`src/rtl/i2c_lat_seq.sv`:
```
// i2c_lat_seq: byte-level command sequencer for the Lattice EFB hard I2C
// primary. It turns user write/read transactions into the Wishbone register
// accesses the EFB expects: prescale/enable at init, TXDR/CMDR writes,
// SR polling and RXDR reads.
//
// Ports:
//   clk, rst                  system clock, async active-high reset
//   cmd_vld/cmd_rdy           command handshake (cmd_rw, cmd_addr, cmd_len)
//   wr_data/wr_vld/wr_rdy     write byte stream
//   rd_data/rd_vld/rd_rdy     read byte stream
//   done, err, busy           transaction status (err valid with done)
//   wb_*                      Wishbone master towards the EFB slave port
//
// state      | meaning
// -----------+--------------------------------------------------
// INIT0      | write BR0 = PRESCALE[7:0]
// INIT1      | write BR1 = PRESCALE[15:8]
// INIT2      | write CR  = 0x80 (core enable)
// IDLE       | ready for a command
// ADDR_TX    | write TXDR = {addr, rw}
// ADDR_CMD   | write CMDR = 0x94 (start + write)
// POLL       | read SR until the phase target, error or timeout
// WWAIT      | wait for a user write byte
// WTX        | write TXDR = data byte
// WCMD       | write CMDR = 0x14 (write)
// RCMD       | write CMDR = 0x24, or 0x2C for the last byte
// RRD        | read RXDR
// RHOLD      | present read byte until rd_rdy
// STOP_CMD   | write CMDR = 0x44 (stop)
// STOP_POLL  | read SR until BUSY clears or timeout
// DONE       | one-cycle done pulse

module i2c_lat_seq #(
  parameter logic [7:0]  BASE_ADDR = 8'h40,
  parameter logic [15:0] PRESCALE  = 16'd100,
  parameter int          LEN_W     = 8,
  parameter int          POLL_MAX  = 1024
) (
  input  logic             clk,
  input  logic             rst,
  input  logic             cmd_vld,
  output logic             cmd_rdy,
  input  logic             cmd_rw,
  input  logic [6:0]       cmd_addr,
  input  logic [LEN_W-1:0] cmd_len,
  input  logic [7:0]       wr_data,
  input  logic             wr_vld,
  output logic             wr_rdy,
  output logic [7:0]       rd_data,
  output logic             rd_vld,
  input  logic             rd_rdy,
  output logic             done,
  output logic [1:0]       err,
  output logic             busy,
  output logic             wb_cyc,
  output logic             wb_stb,
  output logic             wb_we,
  output logic [7:0]       wb_adr,
  output logic [7:0]       wb_dat_o,
  input  logic [7:0]       wb_dat_i,
  input  logic             wb_ack
);

  localparam int PC_W = $clog2(POLL_MAX + 1);

  localparam logic [7:0] A_CR   = BASE_ADDR + 8'd0;
  localparam logic [7:0] A_CMDR = BASE_ADDR + 8'd1;
  localparam logic [7:0] A_BR0  = BASE_ADDR + 8'd2;
  localparam logic [7:0] A_BR1  = BASE_ADDR + 8'd3;
  localparam logic [7:0] A_TXDR = BASE_ADDR + 8'd4;
  localparam logic [7:0] A_SR   = BASE_ADDR + 8'd5;
  localparam logic [7:0] A_RXDR = BASE_ADDR + 8'd7;

  typedef enum logic [3:0] {
    S_INIT0, S_INIT1, S_INIT2, S_IDLE,
    S_ADDR_TX, S_ADDR_CMD, S_POLL, S_WWAIT,
    S_WTX, S_WCMD, S_RCMD, S_RRD,
    S_RHOLD, S_STOP_CMD, S_STOP_POLL, S_DONE
  } state_t;

  typedef enum logic [1:0] {PH_ADDR, PH_WR, PH_RD} phase_t;

  state_t           state, state_nxt;
  phase_t           phase, phase_nxt;
  logic             wb_act, wb_act_nxt;
  logic             rw_q, rw_nxt;
  logic [6:0]       addr_q, addr_nxt;
  logic [LEN_W-1:0] rem_q, rem_nxt;
  logic [1:0]       err_q, err_nxt;
  logic [PC_W-1:0]  poll_cnt, poll_cnt_nxt;
  logic [7:0]       wbyte_q, wbyte_nxt;
  logic [7:0]       rdata_q, rdata_nxt;

  logic             acc_req, acc_we, acc_done, poll_last;
  logic [7:0]       acc_adr, acc_dat;

  assign acc_done  = wb_act & wb_ack;
  assign poll_last = (poll_cnt == PC_W'(POLL_MAX - 1));

  // Bus fields come from the current state, so they stay stable for the
  // whole access; gating with wb_act keeps them at zero while idle.
  assign wb_cyc   = wb_act;
  assign wb_stb   = wb_act;
  assign wb_we    = wb_act & acc_we;
  assign wb_adr   = wb_act ? acc_adr : 8'h00;
  assign wb_dat_o = (wb_act & acc_we) ? acc_dat : 8'h00;
  assign err      = err_q;
  assign rd_data  = rdata_q;

  always_ff @(posedge clk or posedge rst) begin
    if (rst) begin
      state    <= S_INIT0;
      phase    <= PH_ADDR;
      wb_act   <= 1'b0;
      rw_q     <= 1'b0;
      addr_q   <= '0;
      rem_q    <= '0;
      err_q    <= '0;
      poll_cnt <= '0;
      wbyte_q  <= '0;
      rdata_q  <= '0;
    end else begin
      state    <= state_nxt;
      phase    <= phase_nxt;
      wb_act   <= wb_act_nxt;
      rw_q     <= rw_nxt;
      addr_q   <= addr_nxt;
      rem_q    <= rem_nxt;
      err_q    <= err_nxt;
      poll_cnt <= poll_cnt_nxt;
      wbyte_q  <= wbyte_nxt;
      rdata_q  <= rdata_nxt;
    end
  end

  always_comb begin
    state_nxt    = state;
    phase_nxt    = phase;
    wb_act_nxt   = 1'b0;
    rw_nxt       = rw_q;
    addr_nxt     = addr_q;
    rem_nxt      = rem_q;
    err_nxt      = err_q;
    poll_cnt_nxt = poll_cnt;
    wbyte_nxt    = wbyte_q;
    rdata_nxt    = rdata_q;
    acc_req      = 1'b0;
    acc_we       = 1'b0;
    acc_adr      = 8'h00;
    acc_dat      = 8'h00;
    cmd_rdy      = 1'b0;
    wr_rdy       = 1'b0;
    rd_vld       = 1'b0;
    done         = 1'b0;
    busy         = 1'b0;

    case (state)
      S_INIT0: begin
        acc_req = 1'b1; acc_we = 1'b1; acc_adr = A_BR0; acc_dat = PRESCALE[7:0];
        if (acc_done) state_nxt = S_INIT1;
      end
      S_INIT1: begin
        acc_req = 1'b1; acc_we = 1'b1; acc_adr = A_BR1; acc_dat = PRESCALE[15:8];
        if (acc_done) state_nxt = S_INIT2;
      end
      S_INIT2: begin
        acc_req = 1'b1; acc_we = 1'b1; acc_adr = A_CR; acc_dat = 8'h80;
        if (acc_done) state_nxt = S_IDLE;
      end
      S_IDLE: begin
        cmd_rdy = 1'b1;
        if (cmd_vld) begin
          rw_nxt    = cmd_rw;
          addr_nxt  = cmd_addr;
          rem_nxt   = cmd_len;
          err_nxt   = 2'd0;
          state_nxt = S_ADDR_TX;
        end
      end
      S_ADDR_TX: begin
        busy = 1'b1;
        acc_req = 1'b1; acc_we = 1'b1; acc_adr = A_TXDR; acc_dat = {addr_q, rw_q};
        if (acc_done) state_nxt = S_ADDR_CMD;
      end
      S_ADDR_CMD: begin
        busy = 1'b1;
        acc_req = 1'b1; acc_we = 1'b1; acc_adr = A_CMDR; acc_dat = 8'h94;
        if (acc_done) begin
          phase_nxt    = PH_ADDR;
          poll_cnt_nxt = '0;
          state_nxt    = S_POLL;
        end
      end
      S_POLL: begin
        busy = 1'b1;
        acc_req = 1'b1; acc_adr = A_SR;
        if (acc_done) begin
          // Priority: arbitration loss, then NACK (not meaningful while
          // reading), then the TRRDY target, then timeout.
          if (wb_dat_i[3]) begin
            err_nxt   = 2'd2;
            state_nxt = S_STOP_CMD;
          end else if (wb_dat_i[5] && (phase != PH_RD)) begin
            err_nxt   = 2'd1;
            state_nxt = S_STOP_CMD;
          end else if (wb_dat_i[2]) begin
            case (phase)
              PH_ADDR: begin
                if (rem_q == '0) state_nxt = S_STOP_CMD;
                else if (!rw_q)  state_nxt = S_WWAIT;
                else             state_nxt = S_RCMD;
              end
              PH_WR:   state_nxt = (rem_q == '0) ? S_STOP_CMD : S_WWAIT;
              default: state_nxt = S_RRD;
            endcase
          end else if (poll_last) begin
            err_nxt   = 2'd3;
            state_nxt = S_STOP_CMD;
          end else begin
            poll_cnt_nxt = poll_cnt + 1'b1;
          end
        end
      end
      S_WWAIT: begin
        busy   = 1'b1;
        wr_rdy = 1'b1;
        if (wr_vld) begin
          wbyte_nxt = wr_data;
          rem_nxt   = rem_q - 1'b1;
          state_nxt = S_WTX;
        end
      end
      S_WTX: begin
        busy = 1'b1;
        acc_req = 1'b1; acc_we = 1'b1; acc_adr = A_TXDR; acc_dat = wbyte_q;
        if (acc_done) state_nxt = S_WCMD;
      end
      S_WCMD: begin
        busy = 1'b1;
        acc_req = 1'b1; acc_we = 1'b1; acc_adr = A_CMDR; acc_dat = 8'h14;
        if (acc_done) begin
          phase_nxt    = PH_WR;
          poll_cnt_nxt = '0;
          state_nxt    = S_POLL;
        end
      end
      S_RCMD: begin
        busy = 1'b1;
        acc_req = 1'b1; acc_we = 1'b1; acc_adr = A_CMDR;
        // Last byte is read with NACK so the slave releases the bus.
        acc_dat = (rem_q == LEN_W'(1)) ? 8'h2C : 8'h24;
        if (acc_done) begin
          phase_nxt    = PH_RD;
          poll_cnt_nxt = '0;
          state_nxt    = S_POLL;
        end
      end
      S_RRD: begin
        busy = 1'b1;
        acc_req = 1'b1; acc_adr = A_RXDR;
        if (acc_done) begin
          rdata_nxt = wb_dat_i;
          state_nxt = S_RHOLD;
        end
      end
      S_RHOLD: begin
        busy   = 1'b1;
        rd_vld = 1'b1;
        if (rd_rdy) begin
          rem_nxt   = rem_q - 1'b1;
          state_nxt = (rem_q == LEN_W'(1)) ? S_STOP_CMD : S_RCMD;
        end
      end
      S_STOP_CMD: begin
        busy = 1'b1;
        acc_req = 1'b1; acc_we = 1'b1; acc_adr = A_CMDR; acc_dat = 8'h44;
        if (acc_done) begin
          poll_cnt_nxt = '0;
          state_nxt    = S_STOP_POLL;
        end
      end
      S_STOP_POLL: begin
        busy = 1'b1;
        acc_req = 1'b1; acc_adr = A_SR;
        if (acc_done) begin
          if (!wb_dat_i[6]) begin
            state_nxt = S_DONE;
          end else if (poll_last) begin
            // An earlier error is the more useful one to report.
            if (err_q == 2'd0) err_nxt = 2'd3;
            state_nxt = S_DONE;
          end else begin
            poll_cnt_nxt = poll_cnt + 1'b1;
          end
        end
      end
      S_DONE: begin
        done      = 1'b1;
        state_nxt = S_IDLE;
      end
      default: state_nxt = S_INIT0;
    endcase

    // Request goes up one cycle after entering an access state (guaranteed
    // idle gap) and drops the cycle after ack.
    wb_act_nxt = acc_req & ~acc_done;
  end

endmodule

```
`config.mk`:
```
export PLATFORM = sky130hd
export DESIGN_NAME = i2c_lat_seq
export DESIGN_NICKNAME = d
export VERILOG_FILES = /design/src/rtl/i2c_lat_seq.sv
export SDC_FILE = /design/constraint.sdc
export NUM_CORES = 1
export LEC_CHECK = 0
export BUFFER_PORTS_ARGS = -buffer_cell sky130_fd_sc_hd__buf_4
export CORE_MARGIN = 4
export CORE_UTILIZATION = 25
export CTS_CLUSTER_DIAMETER = 100
export CTS_CLUSTER_SIZE = 30
export DETAILED_ROUTE_END_ITERATION = 7
export SETUP_SLACK_MARGIN = 0.2
export SLEW_MARGIN = 20
export SYNTH_ARGS = -nofsm -noshare
export SYNTH_HDL_FRONTEND = slang
export SYNTH_SLANG_ARGS = --single-unit
```
`constraint.sdc`:
```
create_clock -name clk -period 2.4 [get_ports clk]
set_input_delay 0.12 -clock clk [delete_from_list [all_inputs] [get_ports clk]]
set_output_delay 0.12 -clock clk [all_outputs]
set_load 0.01 [all_outputs]
```
==> results of run 1 <==
-- flip-flops by register name (all words and copies together), names as in the netlist --
| register | count |
|---|---|
| addr_q | 7 |
| err | 2 |
| phase | 2 |
| poll_cnt | 11 |
| rd_data | 8 |
| rem_q | 8 |
| rw_q | 1 |
| state | 4 |
| wb_cyc | 1 |
| wbyte_q | 8 |
-- metrics by stage --
stage	hold slack, ns	std cells	cell area, um^2	total power, mW	setup slack, ns
2_1_floorplan	0.2706	368	3359	3.453	0.5343
3_3_place_gp	0.3552	606	4096	4.400	0.2602
3_5_place_dp	0.3565	606	4096	4.469	0.1626
4_1_cts	0.04828	613	4238	5.200	0.1637
5_1_grt	0.05345	620	4342	5.799	0.1810
6_report	0.02516	620	4342	5.388	0.3138
-- cell type report --
cell class	count	area (um^2)
clock buffer	6	128.9
clock inverter	1	5.005
fill	1367	8848
inverter	13	52.55
multi-input combinational	279	1916
sequential	52	1309
tap	176	220.2
timing repair buffer	93	710.7
-- path summary, 6_finish.rpt --
kind | endpoint | slack [ns]
max in group asynchronous | state[1] | 1.86
setup / recovery | poll_cnt[2] | 0.31
hold / removal | rd_data[3] | 0.03
setup reg to reg | poll_cnt[2] | 0.31
min in group clk | wbyte_q[0] | 0.05
hold reg to reg | wbyte_q[2] | 0.50
-- power breakdown --
| part | switching [mW] | leakage (nW) | internal [mW] |
|---|---|---|---|
| clock | 0.320 | 0.0667 | 0.380 |
| sequential | 0.338 | 0.648 | 1.24 |
| combinational | 1.70 | 1.15 | 1.41 |
-- layer usage --
layer,vias up,track usage [%]
met2,97,21.63
li1,1508,-
met4,0,5.398
met3,19,2.407
met1,1557,16.35
met5,-,0
-- tightest hold or removal path, delay by kind of cell --
family                 cells  cell delay, ns
buffers and inverters      3            0.69
-- timing repair --
action                                  4_1_cts  5_1_grt
buffers inserted                              0        6
resized for setup                             5        9
endpoints found under the setup margin       12       16
pin swaps                                     0        2
gates cloned                                  0        1
-- kinds of logic after synthesis --
logic type | count (synthesis) | share of synthesized area [%]
AND/OR/NAND/NOR | 131 | 22.20
AO/OA/AOI/OAI | 108 | 21.45
buffers and inverters | 38 | 5.531
multiplexers | 31 | 10.35
other | 1 | 0.1120
adder cells (fa/ha/maj) | 4 | 1.495
flip-flops | 52 | 38.86
-- synth_stat cells, drive strengths merged (5+ instances only) --
cell type / number
mux2: 29
and2: 7
nor2: 24
a21oi: 34
a211oi: 6
nor3: 15
o22ai: 6
inv: 11
nand2: 27
nand3: 10
nor2b: 7
clkbuf: 5
and3: 5
buf: 20
a31oi: 5
dfrtp: 52
nand2b: 11
o21ai: 25
nand4: 5
or4: 7
-- cell usage in the layout (no fill, tap or decap), types with 5 or more instances in the layout --
cell       netlist  layout
nand2b_1        11      11
nor3_1          12      12
nor2_1          23      21
inv_1           11      10
a21oi_1         34      34
nand2_1         27      27
and2_1           6       6
nand3_1         10      10
clkbuf_16        0       5
nor2b_1          7       6
a31oi_1          5       5
buf_4            7      91
mux2_2          25      25
a211oi_1         6       6
dfrtp_1         52      48
and3_1           5       5
or4_1            6       6
o21ai_0         21      21
==> key figures, run 1 <==
Status
  • Status: completed

Setup path
  • Worst Setup SP: state[0]
  • Slowest CP cell: dfrtp_2
  • Delay-heaviest family, CP: simple AND/OR/NAND/NOR gates
  • Critical Path, Cell by Cell: buf_4 > nand2b_1 > o2bb2ai_4 > o22ai_4 > buf_4 > or4_1 > a21oi_1
  • CP max FO: 13
  • CP Capture Type: flip-flop
  • CP max stage delay: 0.51 ns
  • Worst path required time: 2.62 ns
  • Worst setup SP type: flip-flop
  • Worst EP arrival: 2.31 ns
  • Critical Setup Path Class: flip-flop to flip-flop
  • Buffers and inverters on the worst path: 2
  • Reg2reg path depth: 7
  • Top cell by count, worst path: buf_4
  • Reg-to-Reg Start: state[0]
  • WP depth: 7

Timing
  • Slew headroom: 53.54%
  • Final Hold Fails: 0
  • Setup violations, final: 0
  • Slew Viols, Final: 0
  • Slew @ Worst Pin: 0.6969 ns
  • Peak Freq: 479.3 MHz
  • TNS Setup: 0 ns
  • Min cycle time layout: 2.086 ns
  • RSZ-0062 raised after global routing: yes
  • Setup Skew: 0.008406 ns
  • Period utilization: 86.93%

Yosys
  • Syn. warnings: 0
  • Mapped cell area: 3348 um^2
  • Synth Instances: 365
  • Post-synth EDFFs: 0
  • Synthesized flop and latch total: 52
  • Ranking of synthesized cells by area: dfrtp_1 (39%), mux2_2 (8.4%), a21oi_1 (5.1%)
  • Yosys cell types: 63
  • Asr flop ratio synth: 100.0%
  • Top cell type by total area after synthesis: dfrtp_1
  • Syn Area/Cell: 9.173 um^2
  • Register area share after synthesis: 38.86%
  • Share of the synthesized area in the top cell type: 38.86%
  • Ys flop type: dfrtp_1

Route
  • Final ANT Viol Nets: 0
  • Routed WL per cell: 15.98 um
  • Wire length on met2: 5027 um
  • Highest routed layer: met4
  • Met1 WL: 4211 um
  • Vias per std cell: 5.131
  • Vias: 3,181
  • Drt drc: 0
  • Iter 0 DRT Violations: 240
  • Met3 wire length: 433 um
  • Overall routed net length: 9910 um
  • Pre-antenna DRT Iters: 5

Global route
  • Largest net degree at the start of global routing: 53
  • First-pass GRT wire length: 15,640 um
  • Aggregate global routing overflow: 0
  • GR Util All Layers: 12.93%
  • Number of global-route vias before repair: 3,125
  • Initial antenna violation count: 0

CTS
  • Clk slew on worst S/H paths: 0.07 ns
  • CTS tree: done
  • Clock H-tree levels: 2
  • CTS Buffer Depth: 2
  • Clock Sinks: 52
  • Hold_buf cts: 0
  • Clock Tree Root: clkbuf_16
  • CTS buffer count: 5
  • Later-pin clock latency in the skew report: 0.30 ns

Place
  • Port Buffer Count: 67
  • Gpl congestion: 0.8833
  • DPL Wire Length: 7201 um

Floorplan
  • Die Width: 123.7 um
  • Row count: 42
  • Core area: 13,190 um^2
  • Starting Density: 25.38%
  • Number of I/O pins: 72
  • Die height: 123.7 um
  • DIE AREA: 15,310 um^2

Layout
  • Layout net count: 486
  • Utilization after layout: 32.92%
  • N_diodes: 0
  • Layout cells sized above 1: 33.33%
  • Area Growth Syn to Fin: 29.67%

Pwr
  • Pleak: 1.861 nW
  • Pwr Density: 1241 nW/um^2
  • Max IR drop VDD: 0.0006264 V

Worst hold path
  • Worst hold path type: primary input to async pin

Run
  • MaxCap Viol Count: 0
(Power assumes the default switching activity.)
==> inputs of run 2 (changes only) <==
Settings changed: ABC_AREA from default to 1.
==> run 2 against run 1 <==
Net effect:
- register-to-register slack better by 0.18 ns
- combinational power is 23% lower
- flip-flop and latch count did not move
- critical path depth decreased by 1
==> key figures, run 2 <==
Global route
  • Met3 Use GR: 2.379%
  • GR Util met1: 17.80%
  • Aggregate global routing overflow: 0
  • Global route hottest layer: met2
  • Number of global-route vias before repair: 3,253
  • M2 GR Usage: 21.88%
  • GR Util All Layers: 13.36%
  • Largest net degree at the start of global routing: 53
  • Initial antenna violation count: 0
  • First-pass GRT wire length: 16,230 um

Yosys
  • Post-Synth XOR/XNOR Area: 2.109%
  • Yosys cell types: 30
  • Mapped cell area: 3322 um^2
  • Ranking of synthesized cells by area: dfrtp_1 (39%), nand2_1 (19%), mux2_2 (7.1%)
  • Share of the synthesized area in the top cell type: 39.17%
  • Ys flop type: dfrtp_1
  • Area share of fa/ha/maj cells after synthesis: 1.507%
  • Syn. warnings: 0
  • Simple-Gate Fraction of Synth Area: 34.95%
  • Synthesized flop and latch total: 52
  • Post-synth EDFFs: 0
  • Most frequent cell after synthesis: nand2_1
  • Commonest cells post-synth: nand2_1 (166), nor2_1 (58), dfrtp_1 (52)
  • Asr flop ratio synth: 100.0%
  • Multiplexer share of the synthesized area: 7.119%
  • Main combinational cell family by area after synthesis: simple AND/OR/NAND/NOR gates
  • Register area share after synthesis: 39.17%
  • Syn Area/Cell: 7.098 um^2
  • Top cell type by total area after synthesis: dfrtp_1
  • Compound-Gate Fraction of Synth Area: 7.458%
  • Synth Instances: 468

Pwr
  • Cell Int Power: 2.678 mW
  • Sequential Power Share: 31.6%
  • Clock Power Share: 17.9%
  • Pwr Density: 1118 nW/um^2
  • Power consumption: 4.732 mW
  • Sw frac: 43.41%
  • Logic pwr share: 50.5%
  • Pleak: 2.174 nW
  • Switching pwr: 2.054 mW
  • Max IR drop VDD: 0.0006260 V

Setup path
  • Worst setup SP type: flip-flop
  • CP max FO: 4
  • CP Capture Type: output port
  • Worst path required time: 2.28 ns
  • Worst EP arrival: 1.98 ns
  • Critical Setup Path Class: flip-flop to output port

Layout
  • Most common cell after layout, fill and taps aside: nand2_1
  • Largest Register: poll_cnt
  • Area Growth Syn to Fin: 27.38%
  • N_diodes: 0
  • Commonest non-fill, non-tap cells in the layout: nand2_1 (166), buf_4 (73), nor2_1 (57)
  • Layout cells sized above 1: 22.88%
  • Max reg flops: 11
  • Final Instance Area: 4232 um^2
  • Layout net count: 583

CTS
  • Later-pin clock latency in the skew report: 0.29 ns
  • CTS buffer count: 5
  • CTS tree: done
  • Clock H-tree levels: 2
  • Clock Tree Root: clkbuf_16
  • CTS Buffer Depth: 2
  • Clock Sinks: 52
  • Post-CTS Setup Bufs: 0
  • Clk slew on worst S/H paths: 0.08 ns

Timing
  • Slew headroom: 64.74%
  • Period utilization: 87.42%
  • Slew @ Worst Pin: 0.5289 ns
  • Peak Freq: 476.6 MHz
  • Setup violations, final: 0
  • Fin worst setup slack: 0.3019 ns
  • Min cycle time layout: 2.098 ns
  • TNS Setup: 0 ns
  • RSZ-0062 raised after global routing: no
  • Setup Skew: 0.006453 ns
  • Slew Viols, Final: 0
  • Final Hold Fails: 0

Route
  • Iter 0 DRT Violations: 135
  • Overall routed net length: 9843 um
  • Drt drc: 0
  • Routed WL per cell: 13.79 um
  • Vias: 3,233
  • Final ANT Viol Nets: 0
  • Pre-antenna DRT Iters: 4
  • Vias per std cell: 4.528

Floorplan
  • Starting Density: 25.90%
  • Number of I/O pins: 72
  • Core area: 12,820 um^2
  • DIE AREA: 15,200 um^2
  • Die Width: 123.3 um
  • Die height: 123.3 um
  • Row count: 41

Worst hold path
  • Worst hold path type: primary input to flip-flop

Place
  • Post-DP Area: 4034 um^2
  • Gpl congestion: 0.9524
  • Pre-CTS setup slack: 0.4057 ns
  • DPL Wire Length: 7834 um
  • Port Buffer Count: 67

Status
  • Status: completed

Run
  • MaxCap Viol Count: 0
run 2: power groups by stage:
stage	clock [mW]	sequential, mW	combinational (mW)
global route	0.905	1.54	2.68
finish	0.845	1.50	2.39
detailed placement	0	1.51	2.37
floorplan	0	1.46	1.56
CTS	0.866	1.49	2.38
global placement	0	1.50	2.36
run 2: through the flow:
| stage | util [%] | instances | hold slack (ns) |
|---|---|---|---|
| 6_report | 33.00 | 714 | 0.05088 |
| 5_1_grt | 33.00 | 714 | 0.04892 |
| 4_1_cts | 32.87 | 714 | 0.04711 |
| 3_5_place_dp | 31.45 | 705 | 0.2111 |
| 3_3_place_gp | 31.45 | 705 | 0.2081 |
| 2_1_floorplan | - | 471 | 0.2706 |
run 2: cells by family after synthesis:
logic type / after synthesis
AND/OR/NAND/NOR: 282
buffers and inverters: 57
flip-flops: 52
AO/OA/AOI/OAI: 43
multiplexers: 21
XOR/XNOR: 8
adder cells (fa/ha/maj): 4
other: 1
run 2: area by class of cell:
class	count	area, um^2
clock buffer	5	125.1
clock inverter	3	46.29
fill	1408	8593
inverter	45	168.9
multi-input combinational	362	1797
sequential	52	1301
tap	172	215.2
timing repair buffer	75	578.1
run 2: routing by layer:
metal	vias up	wire length, um
met1	1506	4617
met3	19	420
li1	1625	-
met5	-	0
met2	83	4531
met4	0	274
run 2: worst paths after layout:
check / from / end / slack, ns / cells after the start
max in group asynchronous: rst / rd_data[6] / 1.72 / 4
min in group asynchronous: rst / poll_cnt[4] / 0.44 / 4
worst max register to register: state[2] / rem_q[5] / 0.49 / 8
worst min register to register: rd_data[6] / rd_data[6] / 0.49 / 2
worst max-delay path: rem_q[2] / wb_dat_o[3] / 0.30 / 6
worst min-delay path: wr_data[2] / wbyte_q[2] / 0.05 / 2
run 2: repair_timing:
| item | CTS | global route |
|---|---|---|
| hold endpoints to repair | 52 | 0 |
| resized for setup | 0 | 5 |
| setup endpoints to repair | 0 | 10 |
| hold buffers | 1 | 0 |
run 2: worst max-delay path, cell delays in order (launching register included):
cell     delay (ns)
dfrtp_1        0.43
nor2_1         0.28
nand2_1        0.09
or2_2          0.37
o21a_1         0.19
a21oi_1        0.17
buf_4          0.16
==> inputs of run 3 (changes only) <==
Settings changed: ABC_AREA 1 to 0, ABC_CLOCK_PERIOD_IN_PS from default to 2400, CORE_UTILIZATION 25 to 50, PLACE_DENSITY from default to 0.74.
==> run 3 against run 2 <==
Net effect:
- sequential share of layout area rose by 0.94 points
- flip-flop and latch count did not move
- count of clock-buffer cells in the layout unchanged
- via count decreased by 6.4%
- critical path depth down 1
- die area shrank 47%
- worst hold slack got worse by 0.021 ns
- non-clock buffer count is 9 higher
- critical path type is now flip-flop to flip-flop
==> key figures, run 3 (same netlist as run 1, synthesis figures left out) <==
Layout
  • Layout cells sized above 1: 31.03%
  • Max reg flops: 11
  • Area Growth Syn to Fin: 23.21%
  • N_diodes: 0
  • Most common cell after layout, fill and taps aside: buf_4
  • Largest Register: poll_cnt
  • Commonest non-fill, non-tap cells in the layout: buf_4 (81), dfrtp_1 (49), a21oi_1 (34)
  • Layout net count: 476

Worst hold path
  • Hold path depth: 2
  • Worst hold path type: primary input to flip-flop

Pwr
  • Cell Int Power: 2.835 mW
  • Clock Power Share: 12.4%
  • Pwr Density: 1233 nW/um^2
  • Pleak: 1.803 nW
  • Switching pwr: 2.253 mW
  • Sequential Power Share: 31.2%
  • Sw frac: 44.28%
  • Logic pwr share: 56.4%
  • Max IR drop VDD: 0.0005836 V

Run
  • MaxCap Viol Count: 0

Timing
  • Setup Skew: 0.007037 ns
  • Final Hold Fails: 0
  • Min cycle time layout: 2.083 ns
  • Worst hold margin: 0.03028 ns
  • Peak Freq: 480.1 MHz
  • Slew headroom: 61.92%
  • Slew @ Worst Pin: 0.5633 ns
  • Period utilization: 86.78%
  • Slew Viols, Final: 0
  • TNS Setup: 0 ns
  • RSZ-0062 raised after global routing: yes
  • Setup violations, final: 0

Floorplan
  • Number of I/O pins: 72
  • Die height: 89.83 um
  • Row count: 29
  • Core area: 6422 um^2
  • Starting Density: 52.13%
  • DIE AREA: 8069 um^2
  • Die Width: 89.83 um

Route
  • Overall routed net length: 8577 um
  • Vias per std cell: 5.912
  • Drt drc: 0
  • Pre-antenna DRT Iters: 4
  • Vias: 3,027
  • Final ANT Viol Nets: 0
  • Iter 0 DRT Violations: 168
  • Routed WL per cell: 16.75 um

CTS
  • CTS Buffer Depth: 2
  • Clock H-tree levels: 2
  • Clock Sinks: 52
  • CTS tree: done
  • CTS buffer count: 5
  • Clock Tree Root: clkbuf_8
  • Clk slew on worst S/H paths: 0.10 ns
  • Later-pin clock latency in the skew report: 0.31 ns

Setup path
  • CP max FO: 21
  • Worst path required time: 2.65 ns
  • Critical Setup Path Class: flip-flop to flip-flop
  • Reg2reg path depth: 5
  • Worst EP arrival: 2.33 ns
  • Worst setup SP type: flip-flop
  • CP Capture Type: flip-flop

Global route
  • Number of global-route vias before repair: 3,034
  • First-pass GRT wire length: 14,430 um
  • GR Util All Layers: 21.34%
  • Aggregate global routing overflow: 0
  • Initial antenna violation count: 0
  • Largest net degree at the start of global routing: 53

Status
  • Status: completed

Place
  • DPL Wire Length: 6420 um
  • Gpl congestion: 0.8664
  • Port Buffer Count: 67
## run 3: path summary, 6_finish.rpt
kind,start,end,slack [ns]
worst max-delay path,state[1],poll_cnt[8],0.32
worst min-delay path,wr_data[5],wbyte_q[5],0.03
worst max register to register,state[1],poll_cnt[8],0.32
worst min register to register,addr_q[3],addr_q[3],0.51
max in group asynchronous,rst,state[1],1.76
min in group asynchronous,rst,rd_data[4],0.39
## run 3: layer usage
layer | vias to the layer above | track usage [%] | wire [um]
met2 | 103 | 36.53 | 4327
met1 | 1430 | 26.97 | 3602
li1 | 1481 | - | -
met4 | 0 | 7.407 | 149
met5 | - | 0 | 0
met3 | 13 | 4.174 | 497
## run 3: cell type report
| type | instances | area (um^2) |
|---|---|---|
| inverter | 13 | 52.55 |
| clock inverter | 3 | 46.29 |
| sequential | 52 | 1308 |
| timing repair buffer | 84 | 658.1 |
| clock buffer | 5 | 68.82 |
| tap | 77 | 96.34 |
| multi-input combinational | 278 | 1896 |
| fill | 528 | 2297 |
## run 3: metrics by stage
stage | cell area (um^2) | std cells | utilization (%) | setup WS [ns] | power [mW]
2_1_floorplan | 3359 | 368 | - | 0.5343 | 3.453
4_1_cts | 4070 | 510 | 63.37 | 0.2215 | 5.002
3_5_place_dp | 3940 | 501 | 61.35 | 0.2165 | 4.355
6_report | 4125 | 512 | 64.23 | 0.3172 | 5.088
3_3_place_gp | 3940 | 501 | 61.35 | 0.2491 | 4.284
5_1_grt | 4125 | 512 | 64.23 | 0.1863 | 5.484
## run 3: worst max-delay path: stages (launching register included)
cell	delay, ns
dfrtp_4	0.60
and2_1	0.24
nor4_4	0.35
o21ai_4	0.19
or4_1	0.49
a21oi_1	0.15
## run 3: power groups by stage
stage	clock network, mW	registers (mW)	logic [mW]
final	0.632	1.59	2.87
after floorplan	0	1.48	1.97
after CTS	0.643	1.58	2.78
after global routing	0.691	1.64	3.16
after global placement	0	1.57	2.71
after detailed placement	0	1.59	2.76
## run 3: timing repair
item / in CTS / in global routing
cloned: 0 / 0
endpoints found under the setup margin: 3 / 16
setup buffers: 0 / 2
hold buffers: 1 / 0
resized for setup: 3 / 7
pin swaps: 0 / 2
hold endpoints to repair: 52 / 0
